## src/rtl/booth_mul_seq.sv

```systemverilog
// Sequential Booth multiplier, signed/unsigned, N-bit operands, 2N-bit product.
// Define BOOTH_RADIX4_EN to select radix-4 modified Booth recoding (two bits per cycle).
module booth_mul_seq #(
  parameter int N = 16
) (
  input  logic           clk,
  input  logic           rst_n,
  input  logic           start,
  input  logic           signed_mode,
  input  logic [N-1:0]   data_a,
  input  logic [N-1:0]   data_b,
  output logic           busy,
  output logic           done,
  output logic [2*N-1:0] product
);

`ifdef BOOTH_RADIX4_EN
  localparam int W  = ((N + 1) % 2 == 0) ? N + 1 : N + 2;
  localparam int AW = W + 2;
  localparam int SH = 2;
`else
  localparam int W  = N + 1;
  localparam int AW = W;
  localparam int SH = 1;
`endif
  localparam int ITER = W / SH;
  localparam int CW   = $clog2(ITER + 1);

  typedef enum logic [1:0] {IDLE, RUN, DONE} state_t;

  state_t          state_q, state_d;
  logic [AW-1:0]   a_q;
  logic [W-1:0]    q_q;
  logic            qm1_q;
  logic [W-1:0]    m_q;
  logic [CW-1:0]   cnt_q;

  logic            accept;
  logic            last_iter;
  logic [W-1:0]    ext_a, ext_b;
  logic [AW-1:0]   m_ext;
  logic [AW-1:0]   a_sum;
  logic [AW+W:0]   shifted;

  assign accept    = start && (state_q != RUN);
  assign last_iter = (state_q == RUN) && (cnt_q == CW'(1));
  assign busy      = (state_q == RUN);
  assign done      = (state_q == DONE);

  // The extra bit over N makes unsigned operands positive two's-complement values.
  assign ext_a = signed_mode ? W'($signed(data_a)) : W'(data_a);
  assign ext_b = signed_mode ? W'($signed(data_b)) : W'(data_b);
  assign m_ext = AW'($signed(m_q));

  // NOTE: every always_comb output gets a default first so no path leaves it unassigned (no latch).
  always_comb begin
    state_d = state_q;
    case (state_q)
      IDLE:    if (start) state_d = RUN;
      RUN:     if (last_iter) state_d = DONE;
      DONE:    state_d = start ? RUN : IDLE;
      default: state_d = IDLE;
    endcase
  end

  always_comb begin
    a_sum = a_q;
`ifdef BOOTH_RADIX4_EN
    case ({q_q[1:0], qm1_q})
      3'b001, 3'b010: a_sum = a_q + m_ext;
      3'b011:         a_sum = a_q + (m_ext << 1);
      3'b100:         a_sum = a_q - (m_ext << 1);
      3'b101, 3'b110: a_sum = a_q - m_ext;
      default:        a_sum = a_q;
    endcase
`else
    case ({q_q[0], qm1_q})
      2'b10:   a_sum = a_q - m_ext;
      2'b01:   a_sum = a_q + m_ext;
      default: a_sum = a_q;
    endcase
`endif
    shifted = $signed({a_sum, q_q, qm1_q}) >>> SH;
  end

  // NOTE: sequential state uses non-blocking assignments so all registers update from pre-edge values.
  always_ff @(posedge clk) begin
    if (!rst_n) begin
      state_q <= IDLE;
      a_q     <= '0;
      q_q     <= '0;
      qm1_q   <= 1'b0;
      m_q     <= '0;
      cnt_q   <= '0;
      product <= '0;
    end else begin
      state_q <= state_d;
      if (accept) begin
        a_q   <= '0;
        q_q   <= ext_b;
        qm1_q <= 1'b0;
        m_q   <= ext_a;
        cnt_q <= CW'(ITER);
      end else if (state_q == RUN) begin
        a_q   <= shifted[AW+W:W+1];
        q_q   <= shifted[W:1];
        qm1_q <= shifted[0];
        cnt_q <= cnt_q - CW'(1);
        // Low 2N bits of {A,Q} after the final shift.
        if (last_iter) product <= shifted[2*N:1];
      end
    end
  end

endmodule

```

## config.mk

```make
export PLATFORM = sky130hd
export DESIGN_NAME = booth_mul_seq
export DESIGN_NICKNAME = d
export VERILOG_FILES = /design/src/rtl/booth_mul_seq.sv
export SDC_FILE = /design/constraint.sdc
export NUM_CORES = 1
export LEC_CHECK = 0
export ABC_AREA = 1
export CAP_MARGIN = 20
export CORE_ASPECT_RATIO = 0.75
export CORE_MARGIN = 4
export CORE_UTILIZATION = 52
export DETAILED_ROUTE_END_ITERATION = 10
export DONT_BUFFER_PORTS = 1
export GPL_ROUTABILITY_DRIVEN = 0
export PLACE_DENSITY = 0.67
export SYNTH_ARGS = -nofsm -noshare
export SYNTH_HDL_FRONTEND = slang
export SYNTH_SLANG_ARGS = --single-unit
```

## constraint.sdc

```tcl
create_clock -name clk -period 5.1 [get_ports clk]
set_input_delay 1.02 -clock clk [delete_from_list [all_inputs] [get_ports clk]]
set_output_delay 1.02 -clock clk [all_outputs]
set_load 0.1 [all_outputs]
```

# Yosys cells after proc, flatten, opt, wreduce, memory -nomap -nowiden
# Index checks and enable logic that the tools add are counted.
# Widths: inputs -> output; s select.
dict set report op_classes {
  n_mux 11
  bitwise_logic 2
  n_addsub 3
  eq_ne 8
  n_reduce_logical 7
}
# op count
set op_table {}
lappend op_table {{$mux 17} 4}
lappend op_table {{$pmux 17 s2} 1}
lappend op_table {{$add 17x17->17} 1}
lappend op_table {{$sub 17x17->17} 1}
lappend op_table {{$mux 5} 2}
lappend op_table {{$pmux 2 s3} 1}
lappend op_table {{$eq 5x1->1 const B} 1}
lappend op_table {{$sub 5x1->5 const B} 1}
lappend op_table {{$eq 2x1->1 const B} 2}
lappend op_table {{$eq 2x2->1 const B} 2}
lappend op_table {{$mux 2} 2}
lappend op_table {{$ne 2x1->1 const B} 2}
lappend op_table {{$reduce_and 3->1} 1}
lappend op_table {{$logic_and 1x1->1} 2}
lappend op_table {{$logic_not 2->1} 1}
lappend op_table {{$ne 2x2->1 const B} 1}
lappend op_table {{$not 1->1} 2}
lappend op_table {{$reduce_and 2->1} 1}
lappend op_table {{$reduce_bool 2->1} 1}
lappend op_table {{$reduce_or 2->1} 1}
lappend op_table {{$mux 1} 1}
dict set report totals {
  in_bits 36
  elab_cells 39
  ff_bits 90
}

# Logic depth before layout (Yosys ltp)
dict set report depth {
  depth_word 4
  mapped_depth 20
  depth_no_buf 20
}

# Worst setup path before layout
# Ideal clock, no wire load.
dict set report synth_path {
  path_type {register -> output}
  startpoint {reg state_q[1]}
  endpoint {out done}
  setup_slack_ns 2.425
  n_path_buf 0
  path_stages_with_launch 3
  t_arrival_ns 1.655
  path_cell_list {dfxtp_1 > inv_1 > nor2_1}
}
dict set report synth_via {
  elab_chain_len 1
}
# element line
set synth_lines {}
lappend synth_lines {{start: declaration} 31} ;# state_t state_q, state_d;
lappend synth_lines {{start signal: assignment} 97} ;# state_q <= state_d;
lappend synth_lines {{$eq 2x2->1} 48} ;# assign done = (state_q == DONE);
lappend synth_lines {{end: declaration} 13} ;# output logic done,
# No other way between the ends.

# Worst setup path after layout
dict set report layout_path {
  startpoint {reg m_q[2] (netlist: m_ext[2])}
  endpoint {reg a_q[15] (netlist name)}
}
dict set report layout_via {
  elab_chain_len 2
}
# element line
set layout_lines {}
lappend layout_lines {{start: declaration} 35} ;# logic [W-1:0] m_q;
lappend layout_lines {{start signal: assignment} 102} ;# m_q <= ext_a;
lappend layout_lines {{$add 17x17->17 / $sub 17x17->17 (equally long branches)} {79, 78}}
lappend layout_lines {{$pmux 17 s2 (*)} 77} ;# case ({q_q[0], qm1_q})
# Mark *: on every way between the ends. The rest lies on a longest branch, timed or not.
# A chain may end at the register's enable or synchronous reset.

==> tab_implementation.tex <==
\begin{tabular}{lr}
\hline
Metric & Value \\
\hline
\multicolumn{2}{l}{\textbf{Status}} \\
Outcome & completed \\
\multicolumn{2}{l}{\textbf{Die}} \\
Die height & 92.4 um \\
Core Rows & 30 \\
Core Region & $\sim$9200 um2 \\
Initial Util & a little over half \\
Die footprint & between 10000 and 15000 um2 \\
Horizontal die dimension & roughly 120 um \\
Number of ports placed on the die boundary & 70 \\
\multicolumn{2}{l}{\textbf{Yosys}} \\
Primary FF master, synth & sky130\_fd\_sc\_hd\_\_dfxtp\_1 \\
Post-synthesis compound-gate area fraction & 15.9\% \\
Number of standard cells after synthesis & roughly 710 \\
Cell area after synthesis & 4930 um2 \\
Area fraction in and, or, nand and nor cells after synthesis & between 20\% and 30\% \\
Count of yosys warnings during synthesis & 0 \\
Number of enable flip-flop cells after synthesis & 0 \\
Synth top cells by count & 158 x sky130\_fd\_sc\_hd\_\_nand2\_1, 104 x sky130\_fd\_sc\_hd\_\_inv\_1, 90 x sky130\_fd\_sc\_hd\_\_dfxtp\_1 \\
Flop and latch count out of synthesis & 90 \\
Area fraction of the dominant cell type after synthesis & between 30 and 40\% \\
Yosys top cell by area & sky130\_fd\_sc\_hd\_\_dfxtp\_1 \\
Most area-consuming cells after synthesis & sky130\_fd\_sc\_hd\_\_dfxtp\_1 37\%, sky130\_fd\_sc\_hd\_\_nand2\_1 12\%, sky130\_fd\_sc\_hd\_\_inv\_1 7.9\% \\
Avg Synthesized Cell Area & roughly 7 um2 \\
Combinational family with the most area after synthesis & simple AND/OR/NAND/NOR gates \\
Leading cell type by number of instances after synthesis & sky130\_fd\_sc\_hd\_\_nand2\_1 \\
Asr flop ratio synth & 0\% \\
Sequential element share of the synthesized area & a little over a third \\
Count of cell types in the netlist & between 40 and 50 \\
Adder-cell share of the synthesized area & 5.73\% \\
Fraction of synthesized cell area in xor and xnor cells & approximately 2.5\% \\
Net count after synthesis & 763 \\
Multiplexer area fraction after synthesis & 0.406\% \\
\multicolumn{2}{l}{\textbf{Detailed routing}} \\
Via-to-Cell Ratio & $\sim$5.4 \\
Via total after detailed routing & 4430 \\
Final wirelength & 12200 um \\
DR iter-0 viols & between 200 and 300 \\
Total DRC errors in the routed layout & 0 \\
Routed length per placed instance & about 15 um \\
First drt pass iteration count & 7 \\
Number of nets still failing antenna checks after routing & 0 \\
\multicolumn{2}{l}{\textbf{Power}} \\
Power Density & roughly 360 nW/um2 \\
Lkg Pwr & about 2.6 nW \\
Worst IR Drop VDD & approximately 0.19 mV \\
Power Total & around 1.9 mW \\
\multicolumn{2}{l}{\textbf{Timing}} \\
Final Skew & between 0.005 and 0.006 ns \\
Max Clk Rate & between 0.3 and 0.4 GHz \\
Setup repair after global routing missed its margin & no \\
Final-report setup violation count & 0 \\
Part of the cycle the worst path needs & 59.9\% \\
Setup TNS & 0 ns \\
Worst slew slack as a fraction of its limit & between 20\% and 30\% \\
Slew Viols, Final & 0 \\
Final hold vios & 0 \\
Final period demand of the worst path & roughly 3 ns \\
Least-Margin Pin Slew & 1.09 ns \\
\multicolumn{2}{l}{\textbf{Clock tree}} \\
Count of hold buffers inserted by post-cts repair & 0 \\
Number of levels the H-tree was split into & 3 \\
Latest clock arrival within the worst-skew pair & $\sim$0.34 ns \\
CTS buffer count & 9 \\
Number of clock sinks & 90 \\
Max clock buf depth & 2 \\
Clock tree from TritonCTS & built \\
Number of instances resized during post-cts repair & 0 \\
Clock tree root driver cell & sky130\_fd\_sc\_hd\_\_clkbuf\_16 \\
Clock-pin slew on the worst setup and hold paths & around 0.060 ns \\
Buffers inserted during post-CTS setup optimization & 0 \\
\multicolumn{2}{l}{\textbf{Worst setup path}} \\
Most repeated library cell on the critical path & sky130\_fd\_sc\_hd\_\_nand2\_1 \\
Startpoint Class & flop \\
WS Path Type & flop to flop \\
List of cells traversed by the critical path & inv\_1 -> nand3\_1 -> nor3\_1 -> nand2\_1 -> nor2\_1 -> a31oi\_1 -> xor2\_1 -> ha\_1 -> a21oi\_1 -> nand2\_1 -> a21oi\_1 -> nand2\_1 -> inv\_1 -> nand2\_1 -> nand2\_1 -> nand3\_1 -> nand2\_1 -> nor2\_1 \\
Slowest-stage cell, CP & sky130\_fd\_sc\_hd\_\_ha\_1 \\
Arrival time worst endpoint & $\sim$3.3 ns \\
Largest stage delay on the critical path & about 0.36 ns \\
CP delay by family, top & simple AND/OR/NAND/NOR gates \\
Crit path buf inv count & 2 \\
Minimum setup slack among reg-to-reg paths & just over 2 ns \\
Critical Path RT & between 5 and 6 ns \\
Largest driver fanout on the critical path & 5 \\
Capturing element type of the critical path & flop \\
\multicolumn{2}{l}{\textbf{Placed design}} \\
HPWL after detailed placement & a little under 9000 um \\
Number of input and output port buffers inserted & 0 \\
\multicolumn{2}{l}{\textbf{Global routing}} \\
Via count of the first global-routing pass & approximately 3900 \\
Initial antenna violation count & 0 \\
GRT overflow & 0 \\
Global-route wire length before repair & slightly below 20000 um \\
Global routing usage summed across all routing layers & 22.0\% \\
Pin count of the biggest net entering global routing & a little under 70 \\
\multicolumn{2}{l}{\textbf{Final layout}} \\
Sequential cell area & between 1500 and 2000 um2 \\
Layout cell share with drive strength beyond 1 & 6.20\% \\
Area growth from synthesis to final layout & 5.98\% \\
Fill count & between 900 and 1000 \\
Total inserted antenna cells & 0 \\
Final-stage net count & approximately 750 \\
Multi-input combinational cell area & between 2000 and 3000 um2 \\
\multicolumn{2}{l}{\textbf{Worst hold path}} \\
Hold Crit Class & flop to flop \\
\multicolumn{2}{l}{\textbf{Job}} \\
Number of max-capacitance violations reported & 0 \\
\hline
\end{tabular}
[flip-flops by register name, indices dropped and copies added (netlist names)]
| register | cells |
|---|---|
| q_q | 17 |
| state_q | 2 |
| cnt_q | 5 |
| qm1_q | 1 |
| product | 32 |
| m_ext | 17 |
| a_q | 16 |
[routing by layer]
layer  vias to the layer above  track usage, %  part of all wire, %
li1                       2256               -                    -
met1                      2006            33.8                   50
met2                       152            30.9                   41
met3                        16            5.01                  7.3
met4                         0            5.57                  1.0
met5                         -               0                    0
[path summary, 6_finish.rpt]
kind | endpoint | depth (start not counted) | from
worst max register to register | a_q[15]$_SDFFE_PP0P_ | 18 | m_ext[2]$_SDFFE_PN0P_
worst min register to register | product[11]$_SDFFE_PN0P_ | 2 | q_q[12]$_SDFFE_PN0P_
worst min-delay path | product[11]$_SDFFE_PN0P_ | 2 | q_q[12]$_SDFFE_PN0P_
worst max-delay path | a_q[15]$_SDFFE_PP0P_ | 18 | m_ext[2]$_SDFFE_PN0P_
[power by group]
group	total (mW)	switching (mW)	internal (mW)
clock	0.615	0.273	0.342
combinational	0.463	0.308	0.156
sequential	0.811	0.0694	0.742
[placed cells by master, fill, tap and decap left out, drive strengths merged]
cell,Yosys,final
a211oi,1,1
a21o,1,1
a21oi,38,38
a22oi,2,2
a31oi,5,5
buf,21,1
clkbuf,7,11
clkinv,1,4
dfxtp,90,90
fa,1,1
ha,21,21
inv,111,112
mux2i,2,2
nand2,159,159
nand3,65,65
nand3b,5,5
nand4,2,2
nor2,63,63
nor3,7,7
o211ai,1,1
o21a,6,6
o21ai,54,54
o21bai,1,1
o221ai,15,15
o22ai,5,5
o31ai,1,1
or2,6,6
xnor2,4,4
xor2,10,10
[per-stage QoR]
step                      hold slack (ns)  instance area, um2  utilization (%)  cells  worst slack [ns]
after floorplan                     0.443                4930                -    705              2.42
after global placement              0.452                4960             54.2    806              2.25
after detailed placement            0.477                4960             54.2    806              2.16
after CTS                           0.487                5230             57.1    821              2.14
after global routing                0.521                5230             57.1    821              1.69
final                               0.488                5230             57.1    821              2.05
[cells by family after synthesis]
family          after synthesis
simple gates                307
fa+ha+maj                    22
mux                           2
xor+xnor                     14
buf+inv                     140
compound gates              130
flops                        90
[final cells by class]
class                           instances  area share [%]
Multi-Input combinational cell        475            49.1
Sequential cell                        90            34.4
Inverter                              112            8.09
Clock buffer                           11            4.64
Tap cell                              128            3.06
Clock inverter                          4           0.526
Timing Repair Buffer                    1           0.144
[worst reg2reg max path: cells and delay by family (launching register included)]
kind / cells / cell delay, ns
simple gates: 11 / 1.25
fa+ha+maj: 1 / 0.36
compound gates: 3 / 0.64
xor+xnor: 1 / 0.18
flops: 1 / 0.33
buf+inv: 2 / 0.19
No activity file was read; power rests on OpenSTA's default activity.
